File: src/rtl/comp_pkg.sv
// Shared types and sizing for the registered magnitude comparator/decoder.
// Relation enum steers the one-hot index into one of three flag vectors.
package comp_pkg;

    localparam int W_DEF = 2;

    function automatic int vec_width(input int w);
        return 2 ** (2 * w);
    endfunction

    typedef enum logic [1:0] {
        REL_LT = 2'd0,
        REL_EQ = 2'd1,
        REL_GT = 2'd2
    } rel_t;

endpackage

File: src/rtl/onehot_dec.sv
// Binary-to-one-hot decoder: oh[idx] = 1, all other bits 0.
// Purely combinational, no flow control.
module onehot_dec #(
    parameter int IW = 4
) (
    input  logic [IW-1:0]      idx,
    output logic [2**IW-1:0]   oh
);

    always_comb begin
        oh      = '0;
        oh[idx] = 1'b1;
    end

endmodule

File: src/rtl/comp_decoder.sv
// Compares a/b and registers the one-hot {a,b} index into the lt/eq/gt vector.
// Latency 1 cycle; no handshake, new result every cycle; async reset clears outputs.
module comp_decoder
    import comp_pkg::*;
#(
    parameter  int W = W_DEF,
    localparam int N = vec_width(W)
) (
    input  logic         clk,
    input  logic         rst,
    input  logic [W-1:0] a,
    input  logic [W-1:0] b,
    output logic [N-1:0] x,
    output logic [N-1:0] y,
    output logic [N-1:0] z
);

    logic [N-1:0] oh;
    logic [N-1:0] x_next;
    logic [N-1:0] y_next;
    logic [N-1:0] z_next;
    rel_t         rel;

    onehot_dec #(
        .IW (2 * W)
    ) u_dec (
        .idx ({a, b}),
        .oh  (oh)
    );

    always_comb begin
        rel = REL_EQ;
        if (a < b) begin
            rel = REL_LT;
        end else if (a > b) begin
            rel = REL_GT;
        end
    end

    // Exactly one vector receives the decoded index; the others stay zero.
    always_comb begin
        x_next = '0;
        y_next = '0;
        z_next = '0;
        case (rel)
            REL_LT:  x_next = oh;
            REL_EQ:  y_next = oh;
            REL_GT:  z_next = oh;
            default: ;
        endcase
    end

    always_ff @(posedge clk or posedge rst) begin
        if (rst) begin
            x <= '0;
            y <= '0;
            z <= '0;
        end else begin
            x <= x_next;
            y <= y_next;
            z <= z_next;
        end
    end

endmodule

File: config.mk
export PLATFORM = sky130hd
export DESIGN_NAME = comp_decoder
export DESIGN_NICKNAME = d
export VERILOG_FILES = /design/src/rtl/comp_pkg.sv /design/src/rtl/onehot_dec.sv /design/src/rtl/comp_decoder.sv
export SDC_FILE = /design/constraint.sdc
export NUM_CORES = 1
export LEC_CHECK = 0
export ABC_AREA = 1
export BUFFER_PORTS_ARGS = -buffer_cell sky130_fd_sc_hd__buf_2
export CAP_MARGIN = 30
export CORE_ASPECT_RATIO = 0.75
export CORE_MARGIN = 1
export CORE_UTILIZATION = 40
export DETAILED_ROUTE_END_ITERATION = 16
export PLACE_DENSITY = 0.68
export SYNTH_ARGS = -nofsm -noshare
export SYNTH_HDL_FRONTEND = slang
export SYNTH_SLANG_ARGS = --single-unit
File: constraint.sdc
create_clock -name clk -period 2.4 [get_ports clk]
set_clock_uncertainty 0.2 [all_clocks]
set_input_delay 0.24 -clock clk [delete_from_list [all_inputs] [get_ports clk]]
set_output_delay 0.24 -clock clk [all_outputs]
set_load 0.02 [all_outputs]
# --- Yosys cells after proc, flatten, opt, wreduce, memory -nomap -nowiden ---
# Index checks and enable logic that the tools add are counted.
totals:
  output_inout_bits: 48
  register_bits: 48
op_classes:
  reduce_logical: 2
  mux: 7
  n_eq_ne: 2
  order_cmp: 4
ops:
  columns: ["cell", "n"]
  rows:
  - ["2-to-1 mux 16 bit", 3]
  - ["less-than comparator 4 x 5 -> 1 bit (second input constant)", 1]
  - ["demux 1 bit (select 4 bit)", 1]
  - ["greater-or-equal comparator 4 x 1 -> 1 bit (second input constant)", 1]
  - ["2-to-1 mux 2 bit", 2]
  - ["equality test 2 x 1 -> 1 bit (second input constant)", 1]
  - ["equality test 2 bit (second input constant)", 1]
  - ["> comparator 2 bit", 1]
  - ["zero test 2 bit", 1]
  - ["less-than comparator 2 bit", 1]
  - ["logical AND 1 bit", 1]
  - ["2-to-1 mux 1 bit", 1]

# --- Logic depth before layout (Yosys ltp) ---
# Gate-level depths: netlist of run 1.
depth:
  word_depth: 5
  depth_mapped: 8
  ltp_nobuf: 7

# --- Modules after synthesis ---
# From an unflattened synthesis of run 1, not the netlist that was laid out.
unflattened:
  cells_unflattened: 156
  area_unflattened_um2: 1662.8
modules_own_cells:
  columns: ["mod", "cells_per_inst", "seq_area_each_um2", "instances", "area_each_um2"]
  rows:
  - ["comp_decoder", 128, 1201.2, 1, 1557.7]
  - ["onehot_dec", 28, 0.0, 1, 105.1]

# --- Least setup slack after synthesis of run 1 ---
# No wires, ideal clock.
synth_path:
  path_type: "input -> register"
  from: "input a[0]"
  to: "register y[11]"
  setup_time_ns: 0.118
  arrival_time_ns: 1.017
  cell_stages: 7
  slack_ns: 1.066
  path_cell_list: "inv_1 -> ha_1 -> nand2_1 -> inv_1 -> nand2_4 -> buf_6 -> nor2_1"
synth_via:
  elab_chain_len: 5
synth_rtl:
  columns: ["item", "line_no", "rtl"]
  rows:
  - ["start, declared", "comp_decoder.sv:11", "input logic [W-1:0] a,"]
  - ["less-than comparator 4 x 5 -> 1 bit (not written as such), or another cell as far along", "onehot_dec.sv:12", "oh[idx] = 1'b1;"]
  - ["logical AND 1 bit (not written as such) / 2-to-1 mux 2 bit (equally long branches)", "onehot_dec.sv:12, comp_decoder.sv:35", null]
  - ["2-to-1 mux 1 bit (not written as such) / 2-to-1 mux 2 bit (equally long branches)", "onehot_dec.sv:12, comp_decoder.sv:33", null]
  - ["demux 1 bit (select 4 bit) / equality test 2 x 1 -> 1 bit (equally long branches)", null, null]
  - ["2-to-1 mux 16 bit (*)", "comp_decoder.sv:45", "case (rel)"]
  - ["net y_next[11]", "comp_decoder.sv:20", "logic [N-1:0] y_next;"]
  - ["end signal, assigned", "comp_decoder.sv:60", "y <= y_next;"]
  - ["end, declared", "comp_decoder.sv:14", "output logic [N-1:0] y,"]
# The timed path passes the listed nets; every way through them passes the cells marked *.

==> run metrics, run 1 <==
# diodes=0; Hold Path Cell Cnt=4; I/O pin cnt=54; initial core utilization=0.431; core box area=3780 µm²; die extent in x=75.7 µm; slew of the pin with the lowest slew margin=0.623 ns; Synth top area share=0.738; Final Hold Violating Endpoints=0; CTS Sinks=48; period utilization=0.564; Port Buf Inserts=53; Die Span Y=57.2 µm; WL/cell=12.5 µm; Rows=19; first-pass iteration count of the detailed router=4; Slowest-stage cell, CP=dlygate4sd3_1; post-route design area=2050 µm²; # nets final=208; Total GRT Usage=0.175; Setup Buffers After CTS=0; layout cells sized above 1=0.348; Hold/Removal Path Class=in2reg; Clock Path Buffers=2; Die Area=4330 µm²; Post-Syn Nets=148; DR iter-0 viols=99; Post-DP Area=1950 µm²; Yosys warning total=0; synthesized flop and latch total=48; Peak VDD IR=0.396 mV; Detail Route Antenna Nets=0; WL final=3170 µm; largest cells by area after synthesis=dfrtp_1, nor2_1, nand2_1; fmax=0.739 GHz; min Tclk post-route=1.35 ns; vias in the first global route=1103; area growth from synthesis to layout=25.7%; delay-heaviest family, CP=buffers and inverters; fillers=346; Relative slew margins=0.584; synthesized area=1630 µm²; Crit Path Class=in2async; setup ws final=1.05 ns; max incr delay on CP=0.53 ns; TritonCTS clock tree=yes; GP Congestion=0.887; setup TNS=0 ns; Synth cell types=11; pre-CTS WS=0.771 ns; WHS Endpoint=x[9]; crit path launch type=primary input; outcome=completed; initial antenna violation count=0; largest net degree at the start of global routing=32; post-synth top area cell=dfrtp_1; Worst setup EP type=async pin; number of max-slew violations in the final report=0; ordered list of cells on the worst path=dlygate4sd3_1 > buf_2 > inv_2 > buf_4; Max Cap Viol=0; H-Tree Depth=2; PD cells=694 nW/µm²; total global routing overflow=0; Leak=1.20 nW; final setup fails=0; RSZ-0062 raised after global routing=no; via/cell ratio=4.34; Hold Startpoint=a[0]; critical path fanouts, max=31; first-pass GRT wire length=5400 µm; Gate Count Post-Synth=140; CTS Root Cell=clkbuf_8; hpwl dp=2220 µm; Worst Path Buf+Inv=4; Critical Path AT=1.66 ns; vias=1097; CTS buffer count=5; Post-route DRC=0; Avg Inst Size Synth=11.6 µm²; Seq/Total Area, Yosys=0.738; clock-pin slew on the worst setup and hold paths=0.08 ns; WP data required=2.70 ns
## where the power goes
| part | total (mW) | internal [mW] | switching [mW] |
|---|---|---|---|
| combinational | 0.128 | 0.0309 | 0.0970 |
| sequential | 0.823 | 0.820 | 0.00310 |
| clock | 0.468 | 0.235 | 0.233 |
## stage by stage
| stage | instances | hold slack, ns | power (mW) | utilization |
|---|---|---|---|---|
| final | 253 | 0.104 | 1.42 | 0.541 |
| after global routing | 253 | 0.140 | 1.49 | 0.541 |
| after CTS | 253 | 0.0951 | 1.44 | 0.541 |
| after detailed placement | 244 | 0.152 | 0.968 | 0.515 |
| after global placement | 244 | 0.154 | 0.965 | 0.515 |
| after floorplan | 140 | 0.224 | 0.933 | - |
## tightest hold or removal path, cell delays in order
cell and delay [ns]:
buf_2 0.12, nor2_2 0.06, nand2_1 0.09, nor2_1 0.05
## metal layers
metal | wire length (µm) | part of all wire | up-vias | global-route usage
li1 | - | - | 529 | -
met1 | 1630 | 0.51 | 522 | 0.266
met2 | 1310 | 0.41 | 43 | 0.226
met3 | 210 | 0.066 | 3 | 0.0671
met4 | 21 | 0.0066 | 0 | 0.0661
met5 | 0 | 0 | - | 0
## area by class of cell
class / instances / area (µm²) / area share
flip-flops and latches: 48 / 1200 / 0.587
repair buffers: 56 / 290 / 0.142
inverters: 10 / 37.5 / 0.0183
well taps: 52 / 65.1 / 0.0318
clock buffers: 8 / 90.1 / 0.0440
multi-input cells: 79 / 362 / 0.177
## cells in the final DEF, fill, tap and decap left out
cell type / count
clkbuf_1: 2
buf_2: 53
dlygate4sd3_1: 1
inv_1: 8
buf_4: 2
nor2_1: 50
nand2_4: 3
nor2_2: 1
clkbuf_8: 6
nand2_1: 20
inv_2: 2
dfrtp_1: 48
nor2_4: 3
ha_1: 2
## state kept, by name, summed over array words and instances, names as in the netlist
signal  cells
z          16
x          16
y          16
## kinds of logic (layout without fill, tap and decap cells)
kind of cell	count (synthesis)	in the layout	synth area share
adder cells (fa/ha/maj)	2	2	0.0154
buffers and inverters	13	74	0.0400
flip-flops	48	48	0.738
AND/OR/NAND/NOR	77	77	0.207
## repair_timing
action	4_1_cts	5_1_grt
hold buffers	1	0
gates resized for setup	0	0
endpoints found under the hold margin	29	0
## synthesized netlist by cell type
cell type	n
inv_1	9
nor2_1	50
nor2_2	1
ha_1	2
nand2_4	3
nand2_1	20
buf_6	2
dfrtp_1	48
buf_2	1
inv_2	1
nor2_4	3
## worst max path at each step
| stage | cells past startpoint | slack [ns] | from | to |
|---|---|---|---|---|
| floorplan | 1 | 0.82 | rst | x[0] |
| global placement | 7 | 0.81 | b[1] | y[0] |
| detailed placement | 7 | 0.77 | b[1] | z[10] |
| CTS | 4 | 1.01 | rst | z[5] |
| global route | 4 | 0.88 | rst | x[14] |
| finish | 4 | 1.05 | rst | z[0] |
No activity file was read; power rests on OpenSTA's default activity.
==> run 2, diff against run 1 <==
--- a/config.mk
+++ b/config.mk
@@ -12,7 +12,7 @@
 export CORE_MARGIN = 1
 export CORE_UTILIZATION = 40
 export DETAILED_ROUTE_END_ITERATION = 16
-export PLACE_DENSITY = 0.68
+export PLACE_DENSITY = 0.7
 export SYNTH_ARGS = -nofsm -noshare
 export SYNTH_HDL_FRONTEND = slang
 export SYNTH_SLANG_ARGS = --single-unit
==> constraint.sdc (replaced) <==
create_clock -name clk -period 1.2 [get_ports clk]
set_clock_uncertainty 0.2 [all_clocks]
set_input_delay 0.12 -clock clk [delete_from_list [all_inputs] [get_ports clk]]
set_output_delay 0.12 -clock clk [all_outputs]
set_load 0.02 [all_outputs]
==> run 2 against run 1 <==
- hold slack lost 0.046 ns
- count of clock-buffer cells in the layout fell by 1
- via count increased by 1.8%
- first-iteration DRC count is 30% lower
- die area did not move
- clock power grew to 2.6 times the previous value
- sequential cell count is the same
- wire length up 0.51%
- worst setup slack worse by 1.0 ns
- sequential power grew 100%
- total power is 120% higher
==> run metrics, run 2 (synthesis results as in run 1) <==
outcome=completed; DR iter-0 viols=69; pre-CTS WS=-0.127 ns; first-pass iteration count of the detailed router=4; Detail Route Antenna Nets=0; Hold/Removal Path Class=in2reg; Leak=1.26 nW; Psw=0.703 mW; Max Cap Viol=0; Worst Path Buf+Inv=1; WP data required=0.88 ns; Post-DP Area=2020 µm²; largest net degree at the start of global routing=38; fmax=0.857 GHz; post_cts resized=0; I/O pin cnt=54; post-route insts no fill=260; number of max-slew violations in the final report=0; min Tclk post-route=1.17 ns; hpwl dp=2260 µm; core box area=3780 µm²; P_int=2.46 mW; WL/cell=12.2 µm; Setup Buffers After CTS=0; vias=1117; clock share of power=0.388; Sequential Power Share=0.520; CTS buffer count=5; Clock Path Buffers=2; initial core utilization=0.431; WL final=3180 µm; Post-route DRC=0; total global routing overflow=0; Crit Path Class=reg2out; Die Area=4330 µm²; # diodes=0; cts hold-fix bufs=1; crit path launch type=flip-flop; layout cells sized above 1=0.389; Worst setup startpoint=y[6]; top flop regs=x (16), y (16), z (16); die extent in x=75.7 µm; RSZ-0062 raised after global routing=no; setup TNS=0 ns; H-Tree Depth=2; commonest cells after routing, fill and taps aside=buf_2, nor2_1, dfrtp_1; setup ws final=0.0336 ns; PD cells=1470 nW/µm²; delay-heaviest family, CP=flip-flops; commonest non-fill, non-tap cell in the layout=buf_2; Finished Core Util=0.570; Comb power frac=0.092; Worst setup EP type=primary output; Rows=19; slew of the pin with the lowest slew margin=0.271 ns; vias in the first global route=1114; Relative slew margins=0.819; period utilization=0.972; max incr delay on CP=0.39 ns; GP Congestion=0.793; CTS Sinks=48; post-route design area=2160 µm²; area growth from synthesis to layout=32.4%; Total GRT Usage=0.169; CTS Root Cell=clkbuf_8; ordered list of cells on the worst path=buf_2; critical path fanouts, max=1; # nets final=215; clock-pin slew on the worst setup and hold paths=0.08 ns; TritonCTS clock tree=yes; Final Hold Violating Endpoints=0; via/cell ratio=4.30; initial antenna violation count=0; Slowest-stage cell, CP=dfrtp_1; Die Span Y=57.2 µm; Peak VDD IR=1.08 mV; switch share=0.222; Port Buf Inserts=53; first-pass GRT wire length=5250 µm; Critical Path AT=0.85 ns; Hold Startpoint=a[0]; Post-Place Cells=251; final setup fails=0
-- run 2: cell types whose count changed in the layout (fill, tap and decap cells not counted) --
cell | previous run | this run
buf_12 | 0 | 1
buf_4 | 2 | 8
bufinv_16 | 0 | 1
clkbuf_1 | 2 | 0
clkbuf_8 | 6 | 7
clkinvlp_4 | 0 | 1
inv_2 | 2 | 1
nand2_1 | 20 | 18
nand2_2 | 0 | 2
-- run 2: power by group through the flow --
stage / Sequential (mW) / Combinational [mW] / Clock [mW]
final: 1.65 / 0.292 / 1.23
after global routing: 1.65 / 0.326 / 1.32
after CTS: 1.65 / 0.298 / 1.26
after detailed placement: 1.68 / 0.295 / 0
after global placement: 1.68 / 0.292 / 0
after floorplan: 1.71 / 0.160 / 0
-- run 2: layer usage --
metal,global-route usage,part of all wire,vias to the layer above
met1,0.234,0.48,531
met5,0,0,-
met3,0.0618,0.057,3
li1,-,-,547
met4,0.0476,0.0079,0
met2,0.254,0.45,36
-- run 2: area by class of cell --
class | count | area, µm²
Tap cell | 52 | 65.1
Inverter | 10 | 41.3
Sequential cell | 48 | 1200
Multi-Input combinational cell | 79 | 367
Clock buffer | 7 | 96.3
Fill cell | 328 | 1620
Timing Repair Buffer | 63 | 355
Clock inverter | 1 | 30.0
-- run 2: stage by stage --
stage / power [mW] / hold WS, ns
final: 3.17 / 0.0582
after global routing: 3.29 / 0.0868
after CTS: 3.20 / 0.0523
after detailed placement: 1.97 / -0.117
after global placement: 1.97 / -0.118
after floorplan: 1.87 / -0.0503
-- run 2: worst min-delay path: stages --
cell and delay, ns:
buf_2 0.09, buf_4 0.11, nor2_2 0.05, nand2_1 0.10, nor2_1 0.05
-- run 2: path summary, 6_finish.rpt --
kind                       endpoint  slack (ns)  cells after the start
max                            y[6]        0.03                      1
min                            x[9]        0.06                      5
max in group asynchronous     x[11]        0.23                      4
min in group asynchronous      x[4]        0.12                      3
